## src/rtl/deser_pkg.sv

```systemverilog
// Shared definitions for the serial deserializer.
//   state_t    : collection FSM states
//   cnt_width  : width of a counter that must hold values 0..n
package deser_pkg;

  typedef enum logic {
    S_IDLE  = 1'b0,
    S_SHIFT = 1'b1
  } state_t;

  // A bit counter for an n-bit word has to represent n itself.
  function automatic int cnt_width(input int n);
    return $clog2(n + 1);
  endfunction

endpackage

```

## src/rtl/deser_out_stage.sv

```systemverilog
// Holding register between the shift stage and the parallel consumer.
// Takes a completed word from the shift stage, presents it on a valid/ready
// interface and pulses overrun when a word arrives but cannot be stored.
// Ports:
//   clk, rst   clock, synchronous active-high reset
//   in_valid   a completed word is offered this cycle (on in_data)
//   in_data    completed word from the shift stage
//   out_ready  consumer accepts when out_valid && out_ready
//   out_valid  holding register contains a word
//   out_data   held word
//   overrun    1-cycle pulse: offered word was dropped
module deser_out_stage #(
  parameter int N = 8
) (
  input  logic         clk,
  input  logic         rst,
  input  logic         in_valid,
  input  logic [N-1:0] in_data,
  input  logic         out_ready,
  output logic         out_valid,
  output logic [N-1:0] out_data,
  output logic         overrun
);

  logic         valid_reg;
  logic [N-1:0] data_reg;
  logic         overrun_reg;
  logic         accept;

  // Room exists when empty, or when the held word leaves in this very cycle.
  assign accept = !valid_reg || out_ready;

  always_ff @(posedge clk) begin
    if (rst) begin
      valid_reg   <= 1'b0;
      data_reg    <= '0;
      overrun_reg <= 1'b0;
    end else begin
      overrun_reg <= in_valid && !accept;
      if (in_valid && accept) begin
        data_reg  <= in_data;
        valid_reg <= 1'b1;
      end else if (out_ready) begin
        valid_reg <= 1'b0;
      end
    end
  end

  assign out_valid = valid_reg;
  assign out_data  = data_reg;
  assign overrun   = overrun_reg;

endmodule

```

## src/rtl/serial_deserializer.sv

```systemverilog
// Receive end of the serial shift path: collects a framed bit stream into
// N-bit words and hands them to a parallel consumer via deser_out_stage.
// Ports:
//   clk, rst   clock, synchronous active-high reset
//   sin_valid  sin_data carries a bit this cycle
//   sin_data   serial bit
//   sin_start  current bit is bit 0 of a new word (only with sin_valid)
//   out_valid  out_data holds a completed word
//   out_data   completed word
//   out_ready  consumer accepts when out_valid && out_ready
//   overrun    1-cycle pulse: completed word dropped, holding reg full
//   frame_err  1-cycle pulse: sin_start arrived mid-word
module serial_deserializer
  import deser_pkg::*;
#(
  parameter int N         = 8,
  parameter bit LSB_FIRST = 1'b0
) (
  input  logic         clk,
  input  logic         rst,
  input  logic         sin_valid,
  input  logic         sin_data,
  input  logic         sin_start,
  output logic         out_valid,
  output logic [N-1:0] out_data,
  input  logic         out_ready,
  output logic         overrun,
  output logic         frame_err
);

  localparam int            CW   = cnt_width(N);
  localparam logic [CW-1:0] LAST = CW'(N - 1);
  localparam logic [CW-1:0] ONE  = CW'(1);

  state_t        state_reg, state_next;
  logic [CW-1:0] count_reg, count_next;
  logic [N-1:0]  shift_reg, shift_next;
  logic [N-1:0]  shifted, loaded;
  logic          frame_err_reg, frame_err_next;
  logic          word_done;

  // shifted: current bit appended to the partial word.
  // loaded : current bit as the first bit of a fresh word, rest cleared so
  //          nothing from an aborted or reset word can leak through.
  generate
    if (LSB_FIRST) begin : g_lsb_first
      assign shifted = {sin_data, shift_reg[N-1:1]};
      assign loaded  = {sin_data, {(N-1){1'b0}}};
    end else begin : g_msb_first
      assign shifted = {shift_reg[N-2:0], sin_data};
      assign loaded  = {{(N-1){1'b0}}, sin_data};
    end
  endgenerate

  always_ff @(posedge clk) begin
    if (rst) begin
      state_reg     <= S_IDLE;
      count_reg     <= '0;
      shift_reg     <= '0;
      frame_err_reg <= 1'b0;
    end else begin
      state_reg     <= state_next;
      count_reg     <= count_next;
      shift_reg     <= shift_next;
      frame_err_reg <= frame_err_next;
    end
  end

  always_comb begin
    state_next     = state_reg;
    count_next     = count_reg;
    shift_next     = shift_reg;
    frame_err_next = 1'b0;
    word_done      = 1'b0;
    if (sin_valid) begin
      case (state_reg)
        S_IDLE: begin
          if (sin_start) begin
            shift_next = loaded;
            count_next = ONE;
            state_next = S_SHIFT;
          end
        end
        S_SHIFT: begin
          if (sin_start) begin
            // Restart on the new frame; the partial word is abandoned.
            frame_err_next = 1'b1;
            shift_next     = loaded;
            count_next     = ONE;
          end else if (count_reg == LAST) begin
            word_done  = 1'b1;
            shift_next = shifted;
            count_next = '0;
            state_next = S_IDLE;
          end else begin
            shift_next = shifted;
            count_next = count_reg + ONE;
          end
        end
        default: state_next = S_IDLE;
      endcase
    end
  end

  // The completed word goes straight from the shift logic into the holding
  // register on the capturing edge, giving one cycle of latency.
  deser_out_stage #(.N(N)) u_out_stage (
    .clk       (clk),
    .rst       (rst),
    .in_valid  (word_done),
    .in_data   (shift_next),
    .out_ready (out_ready),
    .out_valid (out_valid),
    .out_data  (out_data),
    .overrun   (overrun)
  );

  assign frame_err = frame_err_reg;

endmodule
```

## config.mk

```make
export PLATFORM = sky130hd
export DESIGN_NAME = serial_deserializer
export DESIGN_NICKNAME = d
export VERILOG_FILES = /design/src/rtl/deser_pkg.sv /design/src/rtl/deser_out_stage.sv /design/src/rtl/serial_deserializer.sv
export SDC_FILE = /design/constraint.sdc
export NUM_CORES = 1
export LEC_CHECK = 0
export ABC_CLOCK_PERIOD_IN_PS = 1900
export CAP_MARGIN = 20
export CELL_PAD_IN_SITES_DETAIL_PLACEMENT = 1
export CELL_PAD_IN_SITES_GLOBAL_PLACEMENT = 1
export CORE_ASPECT_RATIO = 1.2
export CORE_MARGIN = 2
export CORE_UTILIZATION = 40
export DETAILED_ROUTE_END_ITERATION = 6
export MAX_ROUTING_LAYER = met4
export PLACE_DENSITY = 0.88
export SYNTH_ARGS = -nofsm -noshare
export SYNTH_HDL_FRONTEND = slang
export SYNTH_HIERARCHICAL = 1
export SYNTH_SLANG_ARGS = --single-unit
```

## constraint.sdc

```tcl
create_clock -name clk -period 1.9 [get_ports clk]
set_clock_uncertainty 0.1 [all_clocks]
set_input_delay 0.19 -clock clk [delete_from_list [all_inputs] [get_ports clk]]
set_output_delay 0.19 -clock clk [all_outputs]
set_load 0.02 [all_outputs]
```

# ---- After elaboration in Yosys (flattened, before gate mapping)
# Index checks and enable logic that the tools add are counted.
# W data, S select, Z words.
dict set report word_totals {
  reg_bits 24
  in_bits 6
  output_inout_bits 11
  wordCells 38
}
dict set report op_classes {
  n_addsub 1
  n_eq_ne 2
  mux 18
  bitwise 2
  reduce_logical 8
}
# op count
set ops {}
lappend ops {{$mux W8} 3}
lappend ops {{$pmux W8 S2} 1}
lappend ops {{$mux W4} 3}
lappend ops {{$mux W1} 9}
lappend ops {{$pmux W4 S2} 1}
lappend ops {{$add A4 B1 Y4 const B} 1}
lappend ops {{$eq A4 B3 Y1 const B} 1}
lappend ops {{$reduce_or A3 Y1} 1}
lappend ops {{$logic_and A1 B1 Y1} 2}
lappend ops {{$logic_not A1 Y1} 2}
lappend ops {{$ne A2 B2 Y1 const B} 1}
lappend ops {{$not A1 Y1} 2}
lappend ops {{$pmux W1 S2} 1}
lappend ops {{$reduce_and A2 Y1} 1}
lappend ops {{$reduce_bool A2 Y1} 1}
lappend ops {{$logic_or A1 B1 Y1} 1}

# ---- Logic depth before layout (Yosys ltp)
# Gate-level depths: netlist (run 1).
dict set report logic_depth {
  ltp_word 7
  ltp_mapped 7
  ltp_nobuf 5
}

# ---- Modules after synthesis
# Netlist (run 1), hierarchy kept.
# mod instances cells_each area_per_inst_um2 seq_area_each_um2
set by_module_without_submodules {}
lappend by_module_without_submodules {serial_deserializer 1 89 730.7 280.3}
lappend by_module_without_submodules {deser_out_stage 1 41 436.7 200.2}

# ---- Least setup slack after synthesis (run 1)
# Ideal clock, no wire load.
dict set report synth_path {
  path_kind {reg-to-reg}
  startpoint {reg count_reg[0]}
  endpoint {reg u_out_stage.data_reg[0], in the netlist u_out_stage/out_data[0]}
  setup_time_ns 0.072
  arrival_ns 1.351
  t_required_ns 1.728
  setup_slack_ns 0.378
  path_stages_with_launch 7
  path_buffers 1
  period_less_slack_ns 1.522
  path_cell_list {dfxtp_1 -> ha_1 -> nand3b_1 -> nor3_1 -> a21boi_2 -> buf_6 -> mux2i_1}
}
dict set report synth_between {
  elab_chain_len 6
}
# element line
set synth_lines {}
lappend synth_lines {{from (decl)} serial_deserializer.sv:36} ;# logic [CW-1:0] count_reg, count_next;
lappend synth_lines {{from (signal assigned)} serial_deserializer.sv:63} ;# count_reg <= count_next;
lappend synth_lines {{$eq A4 B3 Y1} serial_deserializer.sv:90} ;# end else if (count_reg == LAST) begin
lappend synth_lines {{$mux W1} serial_deserializer.sv:90}
lappend synth_lines {{$mux W1} serial_deserializer.sv:85} ;# if (sin_start) begin
lappend synth_lines {{$mux W1} serial_deserializer.sv:76} ;# case (state_reg)
lappend synth_lines {{$mux W1} serial_deserializer.sv:75} ;# if (sin_valid) begin
lappend synth_lines {{named net word_done} serial_deserializer.sv:40} ;# logic word_done;
lappend synth_lines {{$logic_and A1 B1 Y1} deser_out_stage.sv:40} ;# if (in_valid && accept) begin
lappend synth_lines {{to (signal assigned)} deser_out_stage.sv:41} ;# data_reg <= in_data;
lappend synth_lines {{to (decl)} deser_out_stage.sv:26} ;# logic [N-1:0] data_reg;
# The timed path passes the listed nets, and every way through them passes these cells.
# A chain may end at the register's enable or synchronous reset.

# ---- Final worst setup path (run 1)
dict set report layout_path {
  startpoint {reg count_reg[0]}
  endpoint {reg u_out_stage.data_reg[1], in the netlist u_out_stage/out_data[1]}
}
# The elaborated chain is that of the path after synthesis.

==> results_tabular.tex, run 1 <==
\begin{tabular}{lr}
\hline
Metric & Value \\
\hline
\multicolumn{2}{l}{\textbf{Run status}} \\
Outcome & completed \\
\multicolumn{2}{l}{\textbf{Routing}} \\
Met1 WL & 1.11 mm \\
Top Metal Used & met4 \\
Wire length on met3 & 105 µm \\
Total length of routed wires & 2.60 mm \\
Antenna Violating Nets Remaining & 0 \\
Total via count in the routed design & 1011 \\
Vias per cell & 5.52 \\
Met2 layer wire length in the routed design & 1.38 mm \\
DR iter-0 viols & 20 \\
Routed len/inst & 14.2 µm \\
First drt pass iteration count & 4 \\
Residual DRC count & 0 \\
\multicolumn{2}{l}{\textbf{Clock tree}} \\
Number of buffers added to fix hold violations after cts & 0 \\
Clock tree root buffer cell & clkbuf\_4 \\
Postcts setup bufs & 0 \\
Total CTS buffers & 3 \\
CTS tree & built \\
Number of levels the H-tree was split into & 1 \\
Clock latency at the later pin of the worst-skew pair & 0.31 ns \\
Clock Pin Slew Worst Setup and Hold Paths & 0.13 ns \\
\# clock sinks & 24 \\
Number of buffers on the longest clock path & 2 \\
\multicolumn{2}{l}{\textbf{STA}} \\
Sum of negative setup slack & 0 ns \\
Minimum clock period & 1.77 ns \\
Finish-stage setup viols & 0 \\
Timing-limited maximum frequency & 0.567 GHz \\
Transition time of the tightest slew-check pin & 0.274 ns \\
Final hold violation count & 0 \\
Worst hold-check slack & 0.395 ns \\
Worst max-slew margin expressed relative to the limit & 81.7\% \\
Final cycle utilization of the critical path & 92.9\% \\
Fin. max-slew vios & 0 \\
\multicolumn{2}{l}{\textbf{Synthesis}} \\
Yosys top cell area share & 41.2\% \\
Yosys cell types & 31 \\
Library cell with the largest summed area after synthesis & dfxtp\_1 \\
Syn. warnings & 6 \\
Leading register cell type out of synthesis & dfxtp\_1 \\
FFs w/ async S/R, synth & 0\% \\
Flip-flop and latch count after synthesis & 24 \\
Sequential-to-total area share from yosys stat & 41.2\% \\
Cells after Synth & 130 \\
Post-synth design cell area & 0.00117 mm² \\
Net count after synthesis & 137 \\
Post-synth EDFFs & 0 \\
Leading post-synthesis cells by instance count & dfxtp\_1 (24), nand2b\_1 (24), nand2\_1 (18) \\
Leading post-synthesis cells by cell area & dfxtp\_1 (41\%), nand2b\_1 (13\%), mux2i\_1 (6.9\%), nand2\_1 (5.8\%), a21o\_1 (4.5\%) \\
Per-instance average area after synthesis & 8.98 µm² \\
\multicolumn{2}{l}{\textbf{Layout}} \\
Area growth from synthesis to layout & 21.1\% \\
Fraction of final layout cells with drive strength greater than 1 & 12.1\% \\
Number of nets in the layout & 157 \\
Final design area excluding fillers & 0.00141 mm² \\
Antenna Cells & 0 \\
\multicolumn{2}{l}{\textbf{Global route}} \\
Largest net degree at the start of global routing & 33 \\
Total global routing overflow & 0 \\
Wire length of the first global-routing pass & 4.53 mm \\
Number of antenna violations at the first check in global routing & 0 \\
Via count of the first global-routing pass & 1072 \\
Total routing usage reported by global routing & 17.9\% \\
\multicolumn{2}{l}{\textbf{Power and ir drop}} \\
Power density normalized to cell area & 604 mW/mm² \\
Peak VDD IR & 0.319 mV \\
P\_leak & 0.502 nW \\
Power, Total & 854 µW \\
\multicolumn{2}{l}{\textbf{Setup path}} \\
Maximum fanout along the worst path & 8 \\
Arr. time, crit path & 1.91 ns \\
Required time at the endpoint of the critical path & 2.04 ns \\
Worst Path Class, Setup & flop to flop \\
Standard cell with the maximum stage delay on the critical path & dfxtp\_1 \\
Crit path largest cell delay & 0.42 ns \\
Cells along the critical path & ha\_1, nand3b\_1, nor3\_2, a21boi\_2, buf\_12, mux2i\_1 \\
CP endpoint kind & flop \\
Dominant delay contributor by cell family on the critical path & flip-flops \\
CP Launch Type & flop \\
Combined buffer and inverter count along the critical path & 1 \\
\multicolumn{2}{l}{\textbf{Die}} \\
Number of top-level pins & 17 \\
Starting utilization of the core area & 41.9\% \\
Core area & 0.00279 mm² \\
FP Rows & 21 \\
Floorplan die height & 63.2 µm \\
Overall die area & 0.00337 mm² \\
Chip width & 53.3 µm \\
\multicolumn{2}{l}{\textbf{Place}} \\
Global placer's final weighted congestion & 0.793 \\
Post-place instance area & 0.00137 mm² \\
IO buf count & 16 \\
Placed wire-length estimate after detailed placement & 1.90 mm \\
\multicolumn{2}{l}{\textbf{Flow run}} \\
\# Max-Cap Violations & 0 \\
\multicolumn{2}{l}{\textbf{Hold path}} \\
Path type of the worst min-delay path & flop to flop \\
\hline
\end{tabular}
-- power by group --
part	switching (mW)	internal (mW)
clock network	0.150	0.117
logic	0.0378	0.0351
registers	0.00570	0.508
-- cells by family after synthesis --
family / Yosys count / synth area share [%]
simple gates: 62 / 30.5
compound gates: 24 / 13.4
flops: 24 / 41.2
buf+inv: 10 / 5.68
mux: 9 / 8.15
fa+ha+maj: 1 / 1.07
-- metal layers --
metal | vias up | GRT usage [%]
li1 | 486 | -
met1 | 497 | 20.1
met2 | 26 | 31.2
met3 | 2 | 2.37
met4 | 0 | 6.41
met5 | - | -
-- worst register-to-register path: stages, from the launching register on --
cell,delay (ns)
dfxtp_1,0.42
ha_1,0.22
nand3b_1,0.18
nor3_2,0.19
a21boi_2,0.23
buf_12,0.15
mux2i_1,0.21
-- layout make-up --
cell class / count / area (µm²)
timing repair buffer: 22 / 218
tap: 34 / 42.5
sequential: 24 / 480
multi-input combinational: 96 / 626
clock buffer: 4 / 36.3
inverter: 3 / 11.3
fill: 344 / 1370
-- path summary, 6_finish.rpt --
| path | from | end | slack, ns | depth (start not counted) |
|---|---|---|---|---|
| max | count_reg[0] | u_out_stage/out_data[1] | 0.13 | 6 |
| min | u_out_stage/out_data[6] | u_out_stage/out_data[6] | 0.40 | 2 |
| max reg2reg | count_reg[0] | u_out_stage/out_data[1] | 0.13 | 6 |
| min reg2reg | u_out_stage/out_data[6] | u_out_stage/out_data[6] | 0.40 | 2 |
-- timing repair --
| action | in CTS | in global routing |
|---|---|---|
| setup endpoints to repair | 0 | 8 |
| endpoints found under the hold margin | 0 | 0 |
| resized for setup | 0 | 1 |
-- placed cells by master (no fill, tap or decap), drive strengths merged --
master	netlist	final
inv	3	3
mux2	1	1
and2b	1	1
and3b	1	1
clkbuf	1	4
a31oi	2	2
buf	6	6
nor3	1	1
a21oi	10	10
nor3b	1	1
nand4bb	1	1
and4b	1	1
nand4b	1	1
o21ai	2	2
nand3b	1	1
nor2	2	2
mux2i	8	8
nand2	18	18
clkdlybuf4s50	0	16
nand3	9	9
dfxtp	24	24
a22oi	1	1
a311oi	1	1
nand2b	24	24
ha	1	1
a21boi	1	1
nor4bb	1	1
a21o	7	7
-- metrics by stage --
step           worst slack, ns  utilization (%)  cells
2_1_floorplan            0.378                -    130
3_5_place_dp            0.0568             49.3    179
5_1_grt                -0.0140             50.8    183
3_3_place_gp             0.177             49.3    179
6_report                 0.135             50.8    183
4_1_cts                 0.0846             50.6    183
No activity file was read; power rests on OpenSTA's default activity.
==> run 2, diff against run 1 <==
GPL_ROUTABILITY_DRIVEN = 0   (was not set)
==> results of run 2 <==
Same layout as run 1: the final DEF is identical, and so are final timing and power.
